===== src/rtl/iadc_mc.sv =====
// iadc_mc: multi-channel integrating ADC with decimator, moving-average filter and valid/ready result bus.
// Define IADC_MC_PEAK_EN to add the per-channel running peak (peak_clr / peak ports).

module iadc_mc_ch #(
  parameter int ACC_W     = 12,
  parameter int OUT_W     = 8,
  parameter int SHIFT     = 6,
  parameter int TOP       = 4090,
  parameter int LPF_DEPTH = 4
) (
  input  logic             clk,
  input  logic             reset,
  input  logic             comp,
  input  logic             strobe,
  output logic             sdm,
  output logic [OUT_W-1:0] avg
);
  localparam int LG    = $clog2(LPF_DEPTH);
  localparam int SUM_W = OUT_W + LG;
  localparam logic [ACC_W-1:0] TOP_V = ACC_W'(TOP);

  logic [ACC_W-1:0]                acc, inc, gap;
  logic [ACC_W:0]                  acc_sum;
  logic [LPF_DEPTH-1:0][OUT_W-1:0] taps;
  logic [SUM_W-1:0]                sum;

  // saturation can push acc past TOP; the remaining charge gap floors at zero there
  assign gap     = (acc >= TOP_V) ? '0 : TOP_V - acc;
  assign acc_sum = {1'b0, acc} + {1'b0, inc};

  always_ff @(posedge clk or posedge reset) begin
    if (reset) begin
      sdm  <= 1'b0;
      acc  <= '0;
      inc  <= '0;
      taps <= '0;
    end else begin
      sdm <= comp;
      inc <= (&acc) ? '0 : (gap >> SHIFT);
      if (comp) acc <= acc_sum[ACC_W] ? '1 : acc_sum[ACC_W-1:0];
      else      acc <= acc - (acc >> SHIFT);
      if (strobe) begin
        taps[0] <= acc[ACC_W-1 -: OUT_W];
        for (int i = 1; i < LPF_DEPTH; i++) taps[i] <= taps[i-1];
      end
    end
  end

  always_comb begin
    sum = '0;
    for (int i = 0; i < LPF_DEPTH; i++) sum = sum + SUM_W'(taps[i]);
  end

  assign avg = OUT_W'(sum >> LG);
endmodule

module iadc_mc #(
  parameter int NCH       = 2,
  parameter int ACC_W     = 12,
  parameter int OUT_W     = 8,
  parameter int SHIFT     = 6,
  parameter int TOP       = 4090,
  parameter int DIV       = 8,
  parameter int LPF_DEPTH = 4
) (
  input  logic                 clk,
  input  logic                 reset,
  input  logic                 en,
  input  logic [NCH-1:0]       comp,
  output logic [NCH-1:0]       sdm,
  output logic [NCH*OUT_W-1:0] q,
  output logic                 valid,
  input  logic                 ready,
  output logic                 ovr,
  input  logic                 ovr_clr
`ifdef IADC_MC_PEAK_EN
  ,
  input  logic                 peak_clr,
  output logic [NCH*OUT_W-1:0] peak
`endif
);
  localparam int CNT_W = $clog2(DIV);
  localparam logic [CNT_W-1:0] CNT_LAST = CNT_W'(DIV - 1);

  logic [CNT_W-1:0]          count;
  logic                      strobe, load, overrun;
  logic [NCH-1:0][OUT_W-1:0] avg, q_r;

  assign strobe  = en && (count == CNT_LAST);
  assign overrun = load && valid && !ready;
  assign q       = q_r;

  for (genvar n = 0; n < NCH; n++) begin : g_ch
    iadc_mc_ch #(
      .ACC_W(ACC_W), .OUT_W(OUT_W), .SHIFT(SHIFT), .TOP(TOP), .LPF_DEPTH(LPF_DEPTH)
    ) u_ch (
      .clk(clk), .reset(reset), .comp(comp[n]), .strobe(strobe), .sdm(sdm[n]), .avg(avg[n])
    );
  end

  // load trails strobe by one edge so the filter sums the freshly shifted taps
  always_ff @(posedge clk or posedge reset) begin
    if (reset) begin
      count <= '0;
      load  <= 1'b0;
      q_r   <= '0;
      valid <= 1'b0;
      ovr   <= 1'b0;
    end else begin
      count <= (!en || strobe) ? '0 : count + 1'b1;
      load  <= strobe;
      if (load) begin
        q_r   <= avg;
        valid <= 1'b1;
      end else if (valid && ready) begin
        valid <= 1'b0;
      end
      if (overrun)      ovr <= 1'b1;
      else if (ovr_clr) ovr <= 1'b0;
    end
  end

`ifdef IADC_MC_PEAK_EN
  logic [NCH-1:0][OUT_W-1:0] peak_r;
  assign peak = peak_r;

  always_ff @(posedge clk or posedge reset) begin
    if (reset) begin
      peak_r <= '0;
    end else begin
      for (int n = 0; n < NCH; n++) begin
        if (load) peak_r[n] <= (peak_clr || avg[n] > peak_r[n]) ? avg[n] : peak_r[n];
        else if (peak_clr) peak_r[n] <= '0;
      end
    end
  end
`endif
endmodule


===== config.mk =====
export PLATFORM = sky130hd
export DESIGN_NAME = iadc_mc
export DESIGN_NICKNAME = d
export VERILOG_FILES = /design/src/rtl/iadc_mc.sv
export SDC_FILE = /design/constraint.sdc
export NUM_CORES = 1
export LEC_CHECK = 0
export CAP_MARGIN = 10
export CORE_AREA = 2 2 110 122
export CTS_CLUSTER_SIZE = 16
export DETAILED_ROUTE_END_ITERATION = 8
export DIE_AREA = 0 0 112 124
export PLACE_DENSITY = 0.79
export SLEW_MARGIN = 20
export SYNTH_ARGS = -nofsm -noshare
export SYNTH_HDL_FRONTEND = slang
export SYNTH_SLANG_ARGS = --single-unit

===== constraint.sdc =====
create_clock -name clk -period 5 [get_ports clk]
set_clock_uncertainty 0.15 [all_clocks]
set_input_delay 1 -clock clk [delete_from_list [all_inputs] [get_ports clk]]
set_output_delay 1 -clock clk [all_outputs]
set_load 0.005 [all_outputs]

==> flow_summary.toml <==
[global_route]
gr-usage-all-layers_pct = 24.3
grt_first_pass_wirelength_mm = 27.2
antenna_found_initial = 0
grt_max_degree = 77
first_global_vias = 5902
grt-ovfl-total = 0

[floorplanning]
die_h_um = 124
num_rows = 43
num_io_pins = 27
initial_core_util_pct = 61.0
die_area_um2 = 13900
core_um2 = 12600
fp.dieW_um = 112

[place]
gp_congestion = 0.928
place_hpwl_mm = 11.0
io_buffers = 26
place_inst = 943

[route]
wl_mm = 16.0
wl_per_cell_um = 16.4
viasPerCell = 5.92
ant_nets = 0
drt_iter0_drc = 379
first_pass_iters = 5
detail_route.drc_violations = 0
vias = 5776

[clock_tree]
h-tree-depth = 4
ctsResizeCount = 0
cts_sinks = 124
hold_buffers = 0
cts_tree = "yes"
clockBufferDepth = 2
clk-insertion-delay-late_ps = 430
numCtsBuffers = 17
post_cts.repair.setup_buffers = 0
cts_root_buffer = "clkbuf_16"
clk_pin_slew_ps = 60

[worst_setup_path]
required_ps = 5160
r2r_cells = 15
cp-start-kind = "flip-flop"
worstPathArrival_ps = 4430
critPathKind = "flip-flop to flip-flop"
path_max_fanout = 5
end_kind = "flip-flop"

[sta]
fmax_mhz = 234
relSlewSlack_pct = 37.0
finalCritPeriodShare_pct = 85.4
slew_viol_final = 0
rsz0062_at_grt = "no"
whs_ps = 301
finalCriticalPeriod_ps = 4270
hold_violations = 0
setup_violations = 0
setup_tns_ps = 0
worst-slew-pin-transition_ps = 946

[finish]
num_antenna_cells = 0
layoutNonFillerInstCount = 975
syn_to_final_growth_pct = 13.5
final_nets = 892
drive_gt1_share_pct = 9.54
fin_util_pct = 69.2

[power_and_ir_drop]
peakVddDrop_uv = 325
power.total_uw = 5340
power.leakage_uw = 0.00423
pwr_density_cell_nw_per_um2 = 613

[synthesis]
synth.top_cell.area_share_pct = 40.4
syn_inst = 783
synthFlopType = "dfrtp_1"
synth_top_area_cell = "dfrtp_1"
ys_seq_area_share_pct = 40.4
yosysWarnings = 0
synthesis.nets = 870
synth_seq_cells = 124
synth_cell_type_count = 67
yosysMostFrequentCell = "dfrtp_1"
synthArstFlopShare_pct = 100
synth.top_cells.by_count = "dfrtp_1 (124), inv_1 (87), nand2_1 (67)"
syn-cell-area_um2 = 7680
syn_area_per_cell_um2 = 9.81
synthTopCellsByArea = "dfrtp_1 (40%), ha_1 (9.4%), fa_1 (5.7%)"
synth_edf_count = 0

[job]
drv_cap = 0

[hold_path]
min_path_cells = 1
hp-class = "flip-flop to flip-flop"

[status]
outcome = "finished, final reports clean"
[power breakdown]
group | switching (uW) | internal (uW)
clock network | 464 | 898
logic | 1370 | 1090
registers | 273 | 1240
[logic make-up (layout without fill, tap and decap cells)]
kind of cell	count (synthesis)	count (layout)	share of synthesized area, %
compound gates	200	200	16.9
xor+xnor	37	37	4.22
fa+ha+maj	80	80	15.2
buf+inv	112	147	5.67
flops	124	124	40.4
mux	37	37	5.38
simple gates	193	193	12.2
[through the flow]
stage,worst slack [ps],instance area [um2]
2_1_floorplan,551,7680
5_1_grt,501,8720
3_5_place_dp,765,8060
3_3_place_gp,972,8060
6_report,731,8720
4_1_cts,750,8720
[registers in the layout (all words and copies together) (netlist names)]
| register | cells |
|---|---|
| g_ch.u_ch.inc | 12 |
| q | 16 |
| ovr | 1 |
| g_ch.u_ch.sdm | 2 |
| load | 1 |
| g_ch.u_ch.taps | 64 |
| g_ch.u_ch.acc | 24 |
| valid | 1 |
| count | 3 |
[path summary, 6_finish.rpt]
path	startpoint	to	slack [ps]
worst max-delay path	g_ch[0].u_ch.taps[0]	q[6]	730
worst max register to register	g_ch[0].u_ch.taps[0]	q[6]	730
min in group asynchronous	reset	g_ch[1].u_ch.sdm	990
max in group asynchronous	reset	q[6]	2920
worst min-delay path	count[0]	count[0]	300
worst min register to register	count[0]	count[0]	300
[layout make-up]
class	count	area (um2)
fillers	940	3870
repair buffers	28	288
flip-flops and latches	124	3100
multi-input cells	547	4140
well taps	157	196
clock inverters	14	216
clock buffers	18	439
inverters	87	329
[worst max-delay path, stage by stage, from the launching register on]
cell and delay (ps):
dfrtp_1 390, ha_1 240, fa_1 410, a21o_1 200, a21oi_1 290, nor2_1 100
o31ai_1 310, nand2_1 120, fa_1 490, inv_1 40, ha_1 360, and2_1 180
a221o_1 310, a41oi_1 200, xnor2_1 100, mux2_2 260
[placed cells by master, fill, tap and decap left out, types with 6 or more instances in the layout]
cell / instances
ha_1: 58
xor2_1: 16
nor2_1: 46
a21o_1: 15
a211oi_1: 10
or3_1: 6
inv_1: 86
nand3_1: 9
fa_1: 22
o21ai_0: 55
o21a_1: 9
clkdlybuf4s50_1: 26
dfrtp_1: 124
o31ai_1: 8
xnor2_1: 21
nand2_1: 66
nand2b_1: 9
mux2_2: 34
a21oi_1: 40
nor3_1: 11
a31oi_1: 10
clkbuf_16: 17
nor4_1: 6
nor2b_1: 7
[layer usage]
layer  track usage, %  wire length (um)  part of all wire, %
met4             11.1               388                  2.4
met3             4.87               668                  4.2
met5                0                 0                    0
met1             28.9              6780                   42
met2             43.1              8160                   51
Note: power is estimated with default switching activity, not from simulation.
